## src/rtl/axil_master_engine.sv

```systemverilog
// rtl/axil_master_engine.sv - single-outstanding AXI4-Lite master driven by a valid/ready command port
//
// Ports:
//   M_AXI_ACLK, M_AXI_ARESETN      clock (rising edge) and asynchronous active-low reset
//   cmd_valid/cmd_ready            command handshake; cmd_write selects write (1) or read (0)
//   cmd_addr/cmd_wdata/cmd_wstrb   target address, write data and byte strobes
//   rsp_valid/rsp_ready            response handshake
//   rsp_write/rsp_rdata/rsp_resp   response kind, read data (zero for writes), BRESP/RRESP
//   timeout_err                    sticky flag: a transaction waited TIMEOUT_CYCLES busy cycles
//   busy                           engine is not idle
//   M_AXI_*                        AXI4-Lite master channels AW, W, B, AR, R

`timescale 1ns/1ps

module axil_master_engine #(
    parameter int C_M_AXI_ADDR_WIDTH = 32,
    parameter int C_M_AXI_DATA_WIDTH = 32,
    parameter int TIMEOUT_CYCLES     = 1024
) (
    input  logic                              M_AXI_ACLK,
    input  logic                              M_AXI_ARESETN,

    input  logic                              cmd_valid,
    output logic                              cmd_ready,
    input  logic                              cmd_write,
    input  logic [C_M_AXI_ADDR_WIDTH-1:0]     cmd_addr,
    input  logic [C_M_AXI_DATA_WIDTH-1:0]     cmd_wdata,
    input  logic [C_M_AXI_DATA_WIDTH/8-1:0]   cmd_wstrb,

    output logic                              rsp_valid,
    input  logic                              rsp_ready,
    output logic                              rsp_write,
    output logic [C_M_AXI_DATA_WIDTH-1:0]     rsp_rdata,
    output logic [1:0]                        rsp_resp,

    output logic                              timeout_err,
    output logic                              busy,

    output logic [C_M_AXI_ADDR_WIDTH-1:0]     M_AXI_AWADDR,
    output logic [2:0]                        M_AXI_AWPROT,
    output logic                              M_AXI_AWVALID,
    input  logic                              M_AXI_AWREADY,

    output logic [C_M_AXI_DATA_WIDTH-1:0]     M_AXI_WDATA,
    output logic [C_M_AXI_DATA_WIDTH/8-1:0]   M_AXI_WSTRB,
    output logic                              M_AXI_WVALID,
    input  logic                              M_AXI_WREADY,

    input  logic [1:0]                        M_AXI_BRESP,
    input  logic                              M_AXI_BVALID,
    output logic                              M_AXI_BREADY,

    output logic [C_M_AXI_ADDR_WIDTH-1:0]     M_AXI_ARADDR,
    output logic [2:0]                        M_AXI_ARPROT,
    output logic                              M_AXI_ARVALID,
    input  logic                              M_AXI_ARREADY,

    input  logic [C_M_AXI_DATA_WIDTH-1:0]     M_AXI_RDATA,
    input  logic [1:0]                        M_AXI_RRESP,
    input  logic                              M_AXI_RVALID,
    output logic                              M_AXI_RREADY
);

    localparam int SW = C_M_AXI_DATA_WIDTH / 8;
    // Counter just wide enough to hold TIMEOUT_CYCLES; a 1-bit stub when disabled.
    localparam int TW = (TIMEOUT_CYCLES > 0) ? $clog2(TIMEOUT_CYCLES + 1) : 1;
    localparam logic [TW-1:0] TMO_LIMIT = TW'(TIMEOUT_CYCLES);

    typedef enum logic [2:0] {
        S_IDLE    = 3'd0,
        S_WR_REQ  = 3'd1,
        S_WR_RESP = 3'd2,
        S_RD_REQ  = 3'd3,
        S_RD_DATA = 3'd4,
        S_RSP     = 3'd5
    } state_t;

    state_t state_q;
    state_t state_d;

    // Keeps cmd_ready low while reset is held and until the first edge after release.
    logic                            live_q;

    logic [C_M_AXI_ADDR_WIDTH-1:0]   addr_q;
    logic [C_M_AXI_DATA_WIDTH-1:0]   wdata_q;
    logic [SW-1:0]                   wstrb_q;
    logic                            aw_done_q;
    logic                            w_done_q;

    logic                            rsp_write_q;
    logic [C_M_AXI_DATA_WIDTH-1:0]   rsp_rdata_q;
    logic [1:0]                      rsp_resp_q;

    logic [TW-1:0]                   tmo_cnt_q;
    logic [TW-1:0]                   tmo_cnt_inc;
    logic                            timeout_err_q;

    logic                            cmd_fire;
    logic                            aw_hs;
    logic                            w_hs;
    logic                            waiting;

    assign cmd_fire    = cmd_valid && cmd_ready;
    assign aw_hs       = M_AXI_AWVALID && M_AXI_AWREADY;
    assign w_hs        = M_AXI_WVALID && M_AXI_WREADY;
    assign waiting     = (state_q == S_WR_REQ) || (state_q == S_WR_RESP) ||
                         (state_q == S_RD_REQ) || (state_q == S_RD_DATA);
    assign tmo_cnt_inc = tmo_cnt_q + 1'b1;

    // Address, data and strobe come straight from the command registers.
    assign M_AXI_AWADDR = addr_q;
    assign M_AXI_ARADDR = addr_q;
    assign M_AXI_WDATA  = wdata_q;
    assign M_AXI_WSTRB  = wstrb_q;
    assign M_AXI_AWPROT = 3'b000;
    assign M_AXI_ARPROT = 3'b000;

    assign rsp_write   = rsp_write_q;
    assign rsp_rdata   = rsp_rdata_q;
    assign rsp_resp    = rsp_resp_q;
    assign timeout_err = timeout_err_q;

    always_ff @(posedge M_AXI_ACLK or negedge M_AXI_ARESETN) begin
        if (!M_AXI_ARESETN) begin
            state_q <= S_IDLE;
        end else begin
            state_q <= state_d;
        end
    end

    always_comb begin
        state_d       = state_q;
        cmd_ready     = 1'b0;
        rsp_valid     = 1'b0;
        M_AXI_AWVALID = 1'b0;
        M_AXI_WVALID  = 1'b0;
        M_AXI_BREADY  = 1'b0;
        M_AXI_ARVALID = 1'b0;
        M_AXI_RREADY  = 1'b0;
        busy          = (state_q != S_IDLE);

        case (state_q)
            S_IDLE: begin
                cmd_ready = live_q;
                if (cmd_valid && live_q) begin
                    state_d = cmd_write ? S_WR_REQ : S_RD_REQ;
                end
            end
            S_WR_REQ: begin
                // Each channel drops its VALID only after its own handshake.
                M_AXI_AWVALID = !aw_done_q;
                M_AXI_WVALID  = !w_done_q;
                if ((aw_done_q || M_AXI_AWREADY) && (w_done_q || M_AXI_WREADY)) begin
                    state_d = S_WR_RESP;
                end
            end
            S_WR_RESP: begin
                M_AXI_BREADY = 1'b1;
                if (M_AXI_BVALID) begin
                    state_d = S_RSP;
                end
            end
            S_RD_REQ: begin
                M_AXI_ARVALID = 1'b1;
                if (M_AXI_ARREADY) begin
                    state_d = S_RD_DATA;
                end
            end
            S_RD_DATA: begin
                M_AXI_RREADY = 1'b1;
                if (M_AXI_RVALID) begin
                    state_d = S_RSP;
                end
            end
            S_RSP: begin
                rsp_valid = 1'b1;
                if (rsp_ready) begin
                    state_d = S_IDLE;
                end
            end
            default: begin
                state_d = S_IDLE;
            end
        endcase
    end

    always_ff @(posedge M_AXI_ACLK or negedge M_AXI_ARESETN) begin
        if (!M_AXI_ARESETN) begin
            live_q      <= 1'b0;
            addr_q      <= '0;
            wdata_q     <= '0;
            wstrb_q     <= '0;
            aw_done_q   <= 1'b0;
            w_done_q    <= 1'b0;
            rsp_write_q <= 1'b0;
            rsp_rdata_q <= '0;
            rsp_resp_q  <= 2'b00;
        end else begin
            live_q <= 1'b1;

            if (cmd_fire) begin
                addr_q  <= cmd_addr;
                wdata_q <= cmd_wdata;
                wstrb_q <= cmd_wstrb;
            end

            if (state_q == S_WR_REQ) begin
                if (state_d == S_WR_RESP) begin
                    aw_done_q <= 1'b0;
                    w_done_q  <= 1'b0;
                end else begin
                    if (aw_hs) begin
                        aw_done_q <= 1'b1;
                    end
                    if (w_hs) begin
                        w_done_q <= 1'b1;
                    end
                end
            end

            if ((state_q == S_WR_RESP) && M_AXI_BVALID) begin
                rsp_write_q <= 1'b1;
                rsp_rdata_q <= '0;
                rsp_resp_q  <= M_AXI_BRESP;
            end

            if ((state_q == S_RD_DATA) && M_AXI_RVALID) begin
                rsp_write_q <= 1'b0;
                rsp_rdata_q <= M_AXI_RDATA;
                rsp_resp_q  <= M_AXI_RRESP;
            end
        end
    end

    // Stall watchdog: counts cycles spent waiting on the slave for the current
    // command. It only reports; the transaction keeps waiting with VALIDs intact.
    always_ff @(posedge M_AXI_ACLK or negedge M_AXI_ARESETN) begin
        if (!M_AXI_ARESETN) begin
            tmo_cnt_q     <= '0;
            timeout_err_q <= 1'b0;
        end else begin
            if (cmd_fire) begin
                tmo_cnt_q <= '0;
            end else if (waiting && (tmo_cnt_q != TMO_LIMIT)) begin
                tmo_cnt_q <= tmo_cnt_inc;
                if ((TIMEOUT_CYCLES > 0) && (tmo_cnt_inc == TMO_LIMIT)) begin
                    timeout_err_q <= 1'b1;
                end
            end
        end
    end

endmodule

```

## config.mk

```make
export PLATFORM = sky130hd
export DESIGN_NAME = axil_master_engine
export DESIGN_NICKNAME = d
export VERILOG_FILES = /design/src/rtl/axil_master_engine.sv
export SDC_FILE = /design/constraint.sdc
export NUM_CORES = 1
export LEC_CHECK = 0
export ABC_AREA = 1
export ABC_CLOCK_PERIOD_IN_PS = 3180
export CAP_MARGIN = 10
export CORE_MARGIN = 2
export CORE_UTILIZATION = 25
export CTS_CLUSTER_SIZE = 25
export DETAILED_ROUTE_END_ITERATION = 6
export HOLD_SLACK_MARGIN = 0.1
export PLACE_DENSITY_LB_ADDON = 0.1
export SLEW_MARGIN = 20
export SYNTH_ARGS = -nofsm -noshare
export SYNTH_HDL_FRONTEND = slang
export SYNTH_SLANG_ARGS = --single-unit
```

## constraint.sdc

```tcl
create_clock -name M_AXI_ACLK -period 3.18 [get_ports M_AXI_ACLK]
set_input_delay 0.318 -clock M_AXI_ACLK [delete_from_list [all_inputs] [get_ports M_AXI_ACLK]]
set_output_delay 0.318 -clock M_AXI_ACLK [all_outputs]
set_load 0.005 [all_outputs]
```

==> reports/metrics.cfg <==
[pwr]
ir_worst_vdd_mv=0.336
powerDensity_nw_per_um2=952
leakagePower_nw=4.12

[floorplan]
core-area_um2=21000
io_pins=264
dieArea_um2=22600
initial_core_util=0.255
die_x_um=150
rows=53
dieHeight_um=150

[detailed_routing]
dr.pass1.iters=4
ant_nets=0
vias=4751
drt_iter0_markers=148
wirelength_um=16500
viasPerCell=4.11
drc_errors=0
wire_per_inst_um=14.3

[global_routing]
grt-ovfl-total=0
grt_max_degree=55
antenna_found_initial=0
grt_use_total=0.149
grt_first_pass_wirelength_um=26000
grt_pass1_vias=4760

[placement]
dp_hpwl_um=11600
io_buffers=257
place.gp.congestion=0.741

[sta]
rsz0062_at_grt=no
skew_ns=0.00810
finalCriticalPeriod_ns=2.18
worstMarginPinSlew_ns=0.765
fmax_mhz=459
hold_viol=0
period_share=0.686
slew_headroom=0.488
tns_ns=0
setup_violations=0
hold_ws_ns=0.434
drv_slew=0

[logic_synthesis]
syn_inst=644
synth_area_um2=5360
ys_seq_area_frac=0.565
synthDistinctLibCells=26
ys_warn_count=0
avgSynthCellArea_um2=8.32
synth-seq-cells=121

[clock_tree]
cts_resized=0
clkSinkCount=121
clk_path_buf_depth=2
clkSlewWorstSetupHoldPaths_ns=0.06
cts_buffers=17
cts.htree.levels=4
cts_tree=built
post-cts-setup-buffers=0
cts_hold_buf=1
clkLatencyLatePin_ns=0.41
clock_tree.root_cell=clkbuf_16

[worst_setup_path]
critPathArrivalTime_ns=1.86
worstPathMaxFanout=5
cp-end-kind=output port
start_kind=flop
worstPathRequired_ns=2.86
crit_type=flop to output port

[worst_hold_path]
min_path_type=input pin to flop

[finish]
drive_gt1_frac=0.0567
syn_to_final_growth_pct=60.0
antenna_cells=0
nets=986

[status]
status=completed

[run]
maxCapViolCount=0

## final cells by class
class | instances | area [um^2]
fillers | 2159 | 12500
flip-flops and latches | 121 | 3030
repair buffers | 263 | 2640
multi-input cells | 431 | 1800
clock buffers | 19 | 453
well taps | 275 | 344
clock inverters | 13 | 168
inverters | 35 | 131
## critical path, cell delays in order, from the launching register on
cell	delay [ns]
dfrtp_1	0.42
inv_1	0.14
nand3_1	0.22
nor2_1	0.14
clkdlybuf4s50_1	0.54
## routing by layer
layer | GRT usage | part of all wire | up-vias
li1 | - | - | 2399
met1 | 0.182 | 0.41 | 2184
met2 | 0.246 | 0.50 | 145
met3 | 0.0494 | 0.066 | 23
met4 | 0.0547 | 0.020 | 0
met5 | 0 | 0 | -
## cells by family after synthesis
logic type / Yosys count / synth area share
buffers and inverters: 97 / 0.101
adders and majority gates: 3 / 0.00701
other: 2 / 0.00140
AOI/OAI and AO/OA: 25 / 0.0264
and+or+nand+nor: 396 / 0.299
DFF: 121 / 0.565
## flip-flops by register name, summed over array words and instances (netlist names)
register      count
M_AXI_ARADDR     32
live_q            1
M_AXI_WDATA      32
rsp_rdata        32
rsp_resp          2
w_done_q          1
rsp_write         1
aw_done_q         1
M_AXI_WSTRB       4
tmo_cnt_q        11
timeout_err       1
state_q           3
## Yosys cell counts, drive strengths merged
library cell,n,area share
conb,2,0.0014
ha,3,0.0070
o21ai,14,0.013
o211ai,2,0.0028
nand3,50,0.047
a22oi,1,0.0014
nand2,315,0.22
inv,35,0.025
a21oi,2,0.0019
buf,56,0.072
nor3,2,0.0028
o22ai,5,0.0058
clkbuf,6,0.0042
o21bai,1,0.0014
nand4,3,0.0035
nor2,26,0.022
dfrtp,121,0.57
## final timing paths
path	from	endpoint	slack (ns)	depth (start not counted)
setup / recovery	state_q[2]	M_AXI_AWVALID	1.0	4
hold / removal	cmd_wdata[15]	M_AXI_WDATA[15]	0.43	3
setup reg to reg	state_q[0]	M_AXI_ARADDR[12]	1.11	8
hold reg to reg	timeout_err	timeout_err	0.47	2
max in group asynchronous	M_AXI_ARESETN	M_AXI_WDATA[5]	1.84	3
min in group asynchronous	M_AXI_ARESETN	aw_done_q	0.51	2
## through the flow
| stage | instance area, um^2 | utilization | std cells | total power (W) | worst slack, ns |
|---|---|---|---|---|---|
| floorplan | 5370 | - | 649 | 0.00419 | 1.81 |
| CTS | 8570 | 0.408 | 1157 | 0.00830 | 0.942 |
| global placement | 7940 | 0.378 | 1124 | 0.00621 | 1.01 |
| detailed placement | 7940 | 0.378 | 1124 | 0.00620 | 1.00 |
| finish | 8570 | 0.408 | 1157 | 0.00816 | 1.00 |
| global route | 8570 | 0.408 | 1157 | 0.00882 | 0.836 |
## layout by cell type (no fill, tap or decap), types with 3 or more instances in the layout
cell / instances
nand2_1: 311
o22ai_1: 5
clkdlybuf4s50_1: 256
nor2_1: 22
inv_2: 3
nand3_1: 50
o21ai_0: 11
o21ai_1: 3
ha_1: 3
inv_6: 3
buf_4: 4
inv_1: 32
clkinvlp_4: 5
bufinv_16: 3
dfrtp_1: 121
nand4_1: 3
conb_1: 7
nand2_2: 3
clkbuf_16: 17
## power by group
part           switching, W  total, W  leakage (nW)  internal (W)
registers          0.000503   0.00276          1.54       0.00226
clock network      0.000757   0.00204         0.289       0.00128
logic               0.00137   0.00335          2.29       0.00198
total               0.00263   0.00816          4.12       0.00552
Power figures use the tool's default switching activity.
